### config.mk
export PLATFORM = sky130hd
export DESIGN_NAME = instruction_sequencer
export DESIGN_NICKNAME = d
export VERILOG_FILES = /design/src/rtl/cpu_ctrl_pkg.sv /design/src/rtl/pc_unit.sv /design/src/rtl/instruction_sequencer.sv
export SDC_FILE = /design/constraint.sdc
export NUM_CORES = 1
export LEC_CHECK = 0
export ABC_AREA = 1
export CAP_MARGIN = 20
export CORE_MARGIN = 1
export CORE_UTILIZATION = 48
export CTS_CLUSTER_SIZE = 16
export DETAILED_ROUTE_END_ITERATION = 7
export PLACE_DENSITY = 0.88
export REMOVE_ABC_BUFFERS = 1
export SLEW_MARGIN = 20
export SYNTH_ARGS = -nofsm -noshare
export SYNTH_HDL_FRONTEND = slang
export SYNTH_SLANG_ARGS = --single-unit
### constraint.sdc
create_clock -name clk -period 3.7 [get_ports clk]
set_input_delay 0.925 -clock clk [delete_from_list [all_inputs] [get_ports clk]]
set_output_delay 0.925 -clock clk [all_outputs]
set_load 0.005 [all_outputs]
### src/rtl/cpu_ctrl_pkg.sv
// Shared encodings for the instruction sequencer: FSM states, decoder BS/MD codes and
// the instruction width.
package cpu_ctrl_pkg;

  localparam int unsigned INSTR_W = 17;

  typedef enum logic [2:0] {
    StIdle,
    StFetch,
    StDecode,
    StExecute,
    StMem,
    StWriteback
  } seq_state_e;

  localparam logic [1:0] BS_NEXT = 2'b00;
  localparam logic [1:0] BS_COND = 2'b01;
  localparam logic [1:0] BS_JREG = 2'b10;
  localparam logic [1:0] BS_JUMP = 2'b11;

  localparam logic [1:0] MD_ALU = 2'b00;
  localparam logic [1:0] MD_MEM = 2'b01;
  localparam logic [1:0] MD_IN  = 2'b10;

  // A data-memory cycle is needed for stores and for loads through the MEM mux leg.
  function automatic logic is_mem_op(input logic mw, input logic [1:0] md);
    logic md_mem;
    case (md)
      MD_MEM:        md_mem = 1'b1;
      MD_ALU, MD_IN: md_mem = 1'b0;
      default:       md_mem = 1'b0;
    endcase
    return mw | md_mem;
  endfunction

endpackage

### src/rtl/pc_unit.sv
// Program counter with branch resolution: resolve latches taken/target in EXECUTE,
// load commits pc <= taken ? target : pc + 1 in WRITEBACK.
module pc_unit
  import cpu_ctrl_pkg::*;
#(
  parameter int unsigned      PC_W     = 8,
  parameter int unsigned      OFF_W    = 9,
  parameter logic [PC_W-1:0]  RESET_PC = '0
) (
  input  logic              clk,
  input  logic              rst_n,
  input  logic              resolve,
  input  logic              load,
  input  logic [1:0]        bs,
  input  logic              ps,
  input  logic              zero_flag,
  input  logic [PC_W-1:0]   jreg_target,
  input  logic [OFF_W-1:0]  offset,
  output logic [PC_W-1:0]   pc
);

  localparam int unsigned SUM_W = (PC_W > OFF_W) ? PC_W : OFF_W;

  logic [PC_W-1:0]  pc_q;
  logic             taken_q, taken_d;
  logic [PC_W-1:0]  target_q, target_d;
  logic [SUM_W-1:0] rel_sum;

  // Sign-extend the offset; the sum wraps modulo 2^PC_W by truncation.
  assign rel_sum = SUM_W'(pc_q) + SUM_W'($signed(offset));

  always_comb begin
    taken_d  = 1'b0;
    target_d = rel_sum[PC_W-1:0];
    case (bs)
      BS_NEXT: taken_d = 1'b0;
      BS_COND: taken_d = zero_flag != ps;
      BS_JREG: begin
        taken_d  = 1'b1;
        target_d = jreg_target;
      end
      BS_JUMP: taken_d = !ps || !zero_flag;
      default: taken_d = 1'b0;
    endcase
  end

  always_ff @(posedge clk or negedge rst_n) begin
    if (!rst_n) begin
      pc_q     <= RESET_PC;
      taken_q  <= 1'b0;
      target_q <= '0;
    end else begin
      if (resolve) begin
        taken_q  <= taken_d;
        target_q <= target_d;
      end
      if (load) begin
        pc_q <= taken_q ? target_q : pc_q + PC_W'(1);
      end
    end
  end

  assign pc = pc_q;

endmodule

### src/rtl/instruction_sequencer.sv
// Multi-cycle fetch/decode/execute/mem/writeback controller gating decoder strobes.
// Define SEQ_TIMEOUT_EN to add the ack-wait timeout and the sticky seq_err output.
module instruction_sequencer
  import cpu_ctrl_pkg::*;
#(
  parameter int unsigned PC_W        = 8,
  parameter int unsigned DATA_W      = 16,
  parameter int unsigned OFF_W       = 9,
  parameter int unsigned RESET_PC    = 0,
  parameter int unsigned TIMEOUT_CYC = 15
) (
  input  logic               clk,
  input  logic               rst_n,
  input  logic               run,
  output logic               imem_req,
  output logic [PC_W-1:0]    imem_addr,
  input  logic               imem_ack,
  input  logic [INSTR_W-1:0] imem_rdata,
  output logic [INSTR_W-1:0] ir,
  input  logic               dec_rw,
  input  logic               dec_mw,
  input  logic               dec_out_we,
  input  logic [1:0]         dec_md,
  input  logic [1:0]         dec_bs,
  input  logic               dec_ps,
  input  logic               zero_flag,
  input  logic [DATA_W-1:0]  bus_a,
  output logic               dmem_req,
  output logic               dmem_we,
  input  logic               dmem_ack,
  output logic               rf_we,
  output logic               out_we,
  output logic [PC_W-1:0]    pc,
  output logic               busy
`ifdef SEQ_TIMEOUT_EN
  ,
  output logic               seq_err
`endif
);

  seq_state_e         state_q, state_d;
  logic [INSTR_W-1:0] ir_q;
  logic               ir_load, resolve, pc_load, tmo_hit;
  logic               unused_bus_a_hi;

  assign unused_bus_a_hi = ^bus_a[DATA_W-1:PC_W];

`ifdef SEQ_TIMEOUT_EN
  logic [3:0] wait_q, wait_d;
  logic       seq_err_q, waiting;

  assign waiting = (state_q == StFetch && !imem_ack) || (state_q == StMem && !dmem_ack);
  assign tmo_hit = waiting && (wait_q == 4'(TIMEOUT_CYC - 1));
  assign wait_d  = waiting ? wait_q + 4'd1 : 4'd0;

  always_ff @(posedge clk or negedge rst_n) begin
    if (!rst_n) begin
      wait_q    <= 4'd0;
      seq_err_q <= 1'b0;
    end else begin
      wait_q    <= wait_d;
      seq_err_q <= seq_err_q | tmo_hit;
    end
  end

  assign seq_err = seq_err_q;
`else
  localparam int unsigned unused_timeout_cyc = TIMEOUT_CYC;
  assign tmo_hit = 1'b0;
`endif

  always_comb begin
    state_d = state_q;
    ir_load = 1'b0;
    resolve = 1'b0;
    pc_load = 1'b0;
    case (state_q)
      StIdle: if (run) state_d = StFetch;
      StFetch: begin
        if (imem_ack) begin
          ir_load = 1'b1;
          state_d = StDecode;
        end else if (tmo_hit) begin
          state_d = StIdle;
        end
      end
      StDecode: state_d = StExecute;
      StExecute: begin
        resolve = 1'b1;
        state_d = is_mem_op(dec_mw, dec_md) ? StMem : StWriteback;
      end
      StMem: begin
        if (dmem_ack) state_d = StWriteback;
        else if (tmo_hit) state_d = StIdle;
      end
      StWriteback: begin
        pc_load = 1'b1;
        state_d = run ? StFetch : StIdle;
      end
      default: state_d = StIdle;
    endcase
  end

  always_ff @(posedge clk or negedge rst_n) begin
    if (!rst_n) begin
      state_q <= StIdle;
      ir_q    <= '0;
    end else begin
      state_q <= state_d;
      if (ir_load) ir_q <= imem_rdata;
    end
  end

  pc_unit #(
    .PC_W     (PC_W),
    .OFF_W    (OFF_W),
    .RESET_PC (PC_W'(RESET_PC))
  ) u_pc_unit (
    .clk         (clk),
    .rst_n       (rst_n),
    .resolve     (resolve),
    .load        (pc_load),
    .bs          (dec_bs),
    .ps          (dec_ps),
    .zero_flag   (zero_flag),
    .jreg_target (bus_a[PC_W-1:0]),
    .offset      (ir_q[OFF_W-1:0]),
    .pc          (pc)
  );

  assign ir        = ir_q;
  assign imem_req  = state_q == StFetch;
  assign imem_addr = pc;
  assign dmem_req  = state_q == StMem;
  assign dmem_we   = dmem_req & dec_mw;
  assign out_we    = dmem_req & dmem_ack & dec_out_we;
  assign rf_we     = (state_q == StWriteback) & dec_rw;
  assign busy      = state_q != StIdle;

endmodule

# Word level (Yosys, flattened, before mapping)
# Cells that the tools add are included.
[op_classes]
add_sub_neg = 2
eq_ne = 13
muxes = 15
n_bitwise = 5
n_reduce_logical = 7
[op_table]
columns = ["operator", "n"]
rows = [
  ["3-bit one-hot mux with 6 select lines", 1],
  ["8-bit two-way mux", 2],
  ["3-bit two-way mux", 3],
  ["8-bit by 1-bit adder with 8-bit output (second input constant)", 1],
  ["8-bit adder", 1],
  ["1-bit two-way mux", 8],
  ["3-bit by 2-bit == test with 1-bit output (second input constant)", 2],
  ["3-bit == test (second input constant)", 2],
  ["1-bit AND", 4],
  ["2-bit by 1-bit == test with 1-bit output (second input constant)", 2],
  ["2-bit == test (second input constant)", 2],
  ["2-bit by 1-bit != test with 1-bit output (second input constant)", 2],
  ["1-bit one-hot mux with 4 select lines", 1],
  ["3-bit by 1-bit == test with 1-bit output (second input constant)", 1],
  ["3-bit logical NOT", 1],
  ["3-bit AND reduction", 1],
  ["3-bit nonzero test", 1],
  ["1-bit logical NOT", 2],
  ["2-bit logical NOT", 1],
  ["2-bit != test (second input constant)", 1],
  ["1-bit logical OR", 1],
  ["1-bit != test", 1],
  ["1-bit OR", 1],
]
[word_totals]
ff_bits = 37
input_bits = 47
output_inout_bits = 39
word_cells = 47

# Longest topological paths before layout
# Gate-level depths: netlist (run 1).
[logic_depth]
ltp_word = 6
depth_mapped = 12
depth_no_buf = 12

# Modules after synthesis
# From an unflattened synthesis (run 1), not the netlist that was laid out.
[hier_totals]
cells_unflattened = 308
hier_area_um2 = 2334.7
[modules_own_cells]
columns = ["mod", "instances", "cells_each", "area_per_inst_um2", "seq_area_each_um2"]
rows = [
  ["pc_unit", 1, 188, 1311.3, 425.4],
  ["instruction_sequencer", 1, 120, 1023.5, 500.5],
]

# Worst setup path before layout (run 1)
# Ideal clock, no wire load.
[synth_path]
path_kind = "in2out"
start = "input port dec_out_we"
end = "output port out_we"
arrival_time_ps = 1073
required_ps = 2775
setup_slack_ps = 1702
cell_stages = 2
n_path_buf = 0
path_cell_list = "nand2_1 nor2_1"
[synth_via]
elab_chain_cells = 1
[synth_lines]
columns = ["item", "line", "source"]
rows = [
  ["start: declaration", "instruction_sequencer.sv:22", "input logic dec_out_we,"],
  ["1-bit AND", "instruction_sequencer.sv:136", "assign out_we = dmem_req & dmem_ack & dec_out_we;"],
  ["end: declaration", "instruction_sequencer.sv:32", "output logic out_we,"],
]
# No other way between the ends.

# Worst setup path after layout (run 1)
[layout_path]
start = "input port dmem_ack"
end = "output port out_we"
[layout_via]
elab_chain_cells = 2
[layout_lines]
columns = ["item", "line", "source"]
rows = [
  ["start: declaration", "instruction_sequencer.sv:30", "input logic dmem_ack,"],
  ["1-bit AND (2 in a row)", "instruction_sequencer.sv:136", ""],
]
# No other way between the ends.

==> metrics, run 1 <==
Die Span Y=70.5 um; detail-routed via count per cell=5.02; Area Growth Syn to Fin=36.6%; RSZ-0062 raised after global routing=no; via count=1,969; failing checks=design-rule violations; top-area cell type share of the netlist area=41.1%; cell taking the most area after synthesis=dfrtp_1; Die X=70.5 um; ratio of cells with drive above 1 in the final layout=9.71%; PwrDens=851 nW/um2; GR Overflow Total=0; combinational power share=56.9%; Synth Register Bits=37; worst path cell trace=clkdlybuf4s50_1 > nand2_1 > nor2_1 > clkdlybuf4s50_1; Critical Path Sink Type=primary output; ANT cells=0; commonest non-fill, non-tap cell in the layout=clkdlybuf4s50_1; starting density of the core=50.7%; Setup Crit Path Kind=input pin to primary output; HPWL Detailed=3770 um; required time worst endpoint=2.77 ns; CP max FO=2; IO Pins=86; die area=4970 um2; Leak Pwr=0.00151 uW; vias in the first global route=1,897; worst skew pair latency=0.29 ns; core box area=4440 um2; DRC Markers=4; Initial DRC Count=184; total track usage=21.7%; yosys warns=0; WHS=0.489 ns; clk buf depth=2; CTS tree=yes; Rel. slew slack=46.5%; post_cts resized=0; syn_area_per_cell=8.38 um2; IO Port Bufs=77; initial antenna violation count=0; max-slew violations=0; filler instances=365; Slowest Stage Delay on Critical Path=0.53 ns; Crit path buffers/inverters=2; status=finished with violations; CP dominant cell by count=clkdlybuf4s50_1; clock network power share=11.8%; setup TNS=0 ns; Crit path max-delay family=buffers and inverters; Sw Ratio=39.0%; Max Fclk=331 MHz; critical path launch point type=input pin; largest net degree at the start of global routing=38; Setup WS pre-CTS=0.679 ns; DRT Pass-1 Iters=6; top post-synthesis cells by area=dfrtp_1 41%, nand2_1 9.7%, inv_1 6.2%, mux2_4 5.3%, ha_1 5.0%; Seq pwr share=31.2%; multi-input combinational cell area=1070 um2; clock skew=0.00829 ns; CTS Hold Bufs=0; fin crit period=3.02 ns; CP arrival=2.10 ns; Int Power=1600 uW; Distinct cells, synth=33; Rows=24; worst slew pin tran=0.803 ns; final worst-path cycle share=81.7%; P_sw=1020 uW; Reg area=926 um2; Fin. Hold Viols=0; cell count after synthesis=269; final WL=4910 um; antenna-violating nets left=0; HP Class=register to register; clock-pin slew on the worst setup and hold paths=0.08 ns; most frequent cells in the layout=76 x clkdlybuf4s50_1, 58 x nand2_1, 37 x inv_1, 37 x dfrtp_1, 23 x nor2_1; GPL Wtd Cong=0.820; Slowest-stage cell, CP=clkdlybuf4s50_1; fin nets=396; CTS Buf Count=5; peak supply drop=0.494 mV; first-pass GRT wire length=8360 um; final setup fails=0; max-cap violations=0; detailed-route wire length per cell=12.5 um; CTS HTree Levels=2; Synth Cell Area=2250 um2; setup repair bufs after CTS=0; CTS sink cnt=37; Root Buffer=clkbuf_8; Final WS setup=0.676 ns; register area share after synthesis=41.1%
## Yosys cell counts, drive strengths merged
cell type and n:
nand3b 2, o22ai 1, fa 1, mux2 16, nor2 24, dfrtp 37
a31oi 2, o21ai 19, or2 2, o211ai 1, clkbuf 2, a21oi 13
nand3 19, nand2 61, a21o 1, a211oi 2, nand4 1, o31ai 1
inv 39, buf 12, o21bai 1, ha 9, xnor2 2, nor3 1
## registers in the layout, indices dropped and copies added, names as in the netlist
signal and count:
u_pc_unit.pc 8, ir 17, u_pc_unit.target_q 8, u_pc_unit.taken_q 1, state_q 3
## logic make-up (layout without fill, tap and decap cells)
group,Yosys count,count (layout),share of synthesized area (%)
xor gates and xnor gates,2,2,0.777
muxes,16,16,9.33
AOI/OAI and AO/OA,41,41,9.94
adders and majority gates,10,10,5.89
and+or+nand+nor,110,110,21.6
buffers and inverters,53,124,11.4
DFF,37,37,41.1
## through the flow
stage	power, uW	std cells	util, %	area (um2)
final	2620	392	69.3	3080
after floorplan	1670	255	-	2150
after detailed placement	2320	384	67.0	2980
after CTS	2640	392	69.3	3080
after global routing	2860	392	69.3	3080
after global placement	2250	384	67.0	2980
## power by group through the flow
stage	sequential, uW	clock, uW	combinational, uW
after floorplan	794	0	880
after global placement	811	0	1440
after detailed placement	824	0	1490
after CTS	817	316	1510
after global routing	852	329	1680
final	817	310	1490
## worst register-to-register path, delay by kind of cell (launching register included)
family | cells | cell delay (ns)
buffers and inverters | 1 | 0.29
and+or+nand+nor | 4 | 0.84
AOI/OAI and AO/OA | 1 | 0.23
DFF | 1 | 0.47
## metal layers
metal,vias to the layer above,wire [um],track usage (%)
li1,1003,-,-
met1,910,2150,26.6
met2,48,2510,38.1
met3,8,180,4.33
met4,0,66,7.26
met5,-,0,0
## area by class of cell
| cell class | count | share of cell area, % |
|---|---|---|
| multi-input cells | 179 | 34.8 |
| flip-flops and latches | 37 | 30.1 |
| repair buffers | 77 | 24.9 |
| inverters | 39 | 4.84 |
| clock buffers | 7 | 3.13 |
| well taps | 52 | 2.11 |
| clock inverters | 1 | 0.163 |
## worst paths after layout
kind | start | end | slack (ns) | cells after the start
worst max register to register | state_q[1] | state_q[0] | 1.83 | 6
worst min register to register | u_pc_unit.target_q[6] | u_pc_unit.target_q[6] | 0.49 | 2
worst max-delay path | dmem_ack | out_we | 0.68 | 4
max in group asynchronous | rst_n | ir[9] | 2.47 | 1
min in group asynchronous | rst_n | u_pc_unit.taken_q | 0.71 | 1
worst min-delay path | u_pc_unit.target_q[6] | u_pc_unit.target_q[6] | 0.49 | 2
Power figures use the tool's default switching activity.
==> inputs of run 2 (changes only) <==
CORE_UTILIZATION = 40   (was 48)
PLACE_DENSITY = 0.79   (was 0.88)
clock period = 2.65 ns   (was 3.7 ns; I/O delays follow)
==> run 2 against run 1 <==
Effect of this change: the run now ends clean; sequential share of layout area down 0.29 points; sequential cell count unchanged; non-clock buffer count increased by 1; register-to-register slack lost 1.1 ns; global-route usage fell by 3.6 points; combinational power grew 40%; utilization is 10 points lower; count of clock-buffer cells in the layout unchanged.
==> metrics, run 2 (synthesized netlist as in run 1, its figures left out) <==
status=finished clean; CP Depth=4 (unchanged); Die X=77.1 um (+9.3%); clock-pin slew on the worst setup and hold paths=0.07 ns (about the same); HP Class=input pin to asynchronous set/reset pin; CTS HTree Levels=2 (unchanged); DRT Pass-1 Iters=4 (-2); worst slew pin tran=0.824 ns (+0.0212 ns); Fin. Hold Viols=0 (unchanged); HPWL Detailed=3860 um (+2.4%); via count=1,976 (+0.36%); fin crit period=2.45 ns; Setup WS pre-CTS=0.197 ns (-0.481 ns); DRC Markers=0 (-4); Setup Crit Path Kind=input pin to primary output; max reg flops=17 (unchanged); fin nets=397 (+0.25%); detailed-route wire length per cell=12.2 um (-2.2%); commonest non-fill, non-tap cell in the layout=clkdlybuf4s50_1; CTS tree=yes; CP arrival=1.79 ns (-0.31 ns); most frequent cells in the layout=76 x clkdlybuf4s50_1, 58 x nand2_1, 37 x inv_1, 37 x dfrtp_1, 23 x nor2_1; Crit path buffers/inverters=2 (unchanged); core box area=5270 um2 (+19%); GPL Wtd Cong=0.789 (-3.8%); Area Growth Syn to Fin=37.9%; post_cts resized=0 (unchanged); Rel. slew slack=45.1% (-1.4 points); starting density of the core=42.8% (-7.9 points); Leak Pwr=0.00151 uW (+0.35%); final setup fails=0 (unchanged); ratio of cells with drive above 1 in the final layout=9.97% (+0.26 points); PwrDens=1180 nW/um2 (+39%); Placed Area=3010 um2 (+1.0%); initial antenna violation count=0 (unchanged); Max Fclk=408 MHz; filler instances=476 (+30%); CTS sink cnt=37 (unchanged); vias in the first global route=1,912 (+0.79%); Final WS setup=0.198 ns (-0.478 ns); GR Overflow Total=0 (unchanged); Initial DRC Count=102 (-45%); CP max FO=1 (-1); Crit path max-delay family=buffers and inverters; R2R cell count=11 (+5); CTS Buf Count=5 (unchanged); IO Pins=86 (unchanged); final WL=5030 um (+2.5%); clock skew=0.00352 ns (-0.00478 ns); critical path launch point type=input pin; design area=3110 um2 (+0.98%); Root Buffer=clkbuf_8; final worst-path cycle share=92.5%; Rows=26 (+8.3%); Slowest-stage cell, CP=clkdlybuf4s50_1; Slowest Stage Delay on Critical Path=0.50 ns (-0.03 ns); worst path cell trace=clkdlybuf4s50_1 > nand2_1 > nor2_1 > clkdlybuf4s50_1; detail-routed via count per cell=4.81 (-4.3%); RSZ-0062 raised after global routing=no; multi-input combinational cell area=1070 um2 (unchanged); Critical Path Sink Type=primary output; worst skew pair latency=0.29 ns (about the same); CP dominant cell by count=clkdlybuf4s50_1; largest net degree at the start of global routing=38 (unchanged); ANT cells=0 (unchanged); Final Core Density=59.0% (-10 points); max-slew violations=0 (unchanged); die area=5940 um2 (+19%); Die Span Y=77.1 um (+9.3%); Reg area=926 um2 (unchanged); setup TNS=0 ns (unchanged); max-cap violations=0 (unchanged); total track usage=18.1% (-3.6 points); IO Port Bufs=77 (unchanged); first-pass GRT wire length=8480 um (+1.5%); peak supply drop=0.546 mV (+11%); antenna-violating nets left=0 (unchanged); CTS Hold Bufs=0 (unchanged); setup repair bufs after CTS=0 (unchanged); clk buf depth=2 (unchanged); required time worst endpoint=1.99 ns (-0.78 ns)
run 2: final cells by class:
class | instances | area share [%]
multi-input combinational | 179 | 34.5
sequential | 37 | 29.8
timing repair buffer | 78 | 24.9
inverter | 39 | 4.79
clock buffer | 7 | 3.10
tap | 70 | 2.82
clock inverter | 1 | 0.161
run 2: power by group:
part	switching, uW	internal (uW)	total (uW)
clock	198	235	433
combinational	938	1150	2090
sequential	291	850	1140
total	1430	2240	3660
run 2: metal layers:
layer | vias to the layer above | track usage (%) | wire length, um
met1 | 899 | 22.1 | 2180
met3 | 18 | 4.29 | 178
met4 | 0 | 7.74 | 136
li1 | 1005 | - | -
met2 | 54 | 30.4 | 2540
met5 | - | 0 | 0
run 2: path summary, 6_finish.rpt:
kind                                          to                  start  slack [ns]
hold / removal                   u_pc_unit.pc[7]                  rst_n        0.47
setup reg to reg           u_pc_unit.target_q[6]        u_pc_unit.pc[0]        0.76
hold reg to reg            u_pc_unit.target_q[2]  u_pc_unit.target_q[2]        0.49
setup / recovery                          out_we             dec_out_we        0.20
max in group asynchronous                  ir[6]                  rst_n        1.67
min in group clk           u_pc_unit.target_q[2]  u_pc_unit.target_q[2]        0.49
run 2: worst register-to-register path: cells and delay by family, from the launching register on:
family / cells / cell delay, ns
adder cells (fa/ha/maj): 2 / 0.62
buffers and inverters: 2 / 0.13
AND/OR/NAND/NOR: 7 / 0.56
flip-flops: 1 / 0.48
run 2: stage by stage:
stage	total power [uW]	hold WS, ns	std cells
after global placement	3170	0.461	403
after floorplan	2340	0.367	255
final	3660	0.466	411
after CTS	3700	0.499	411
after global routing	4010	0.530	411
after detailed placement	3240	0.468	403
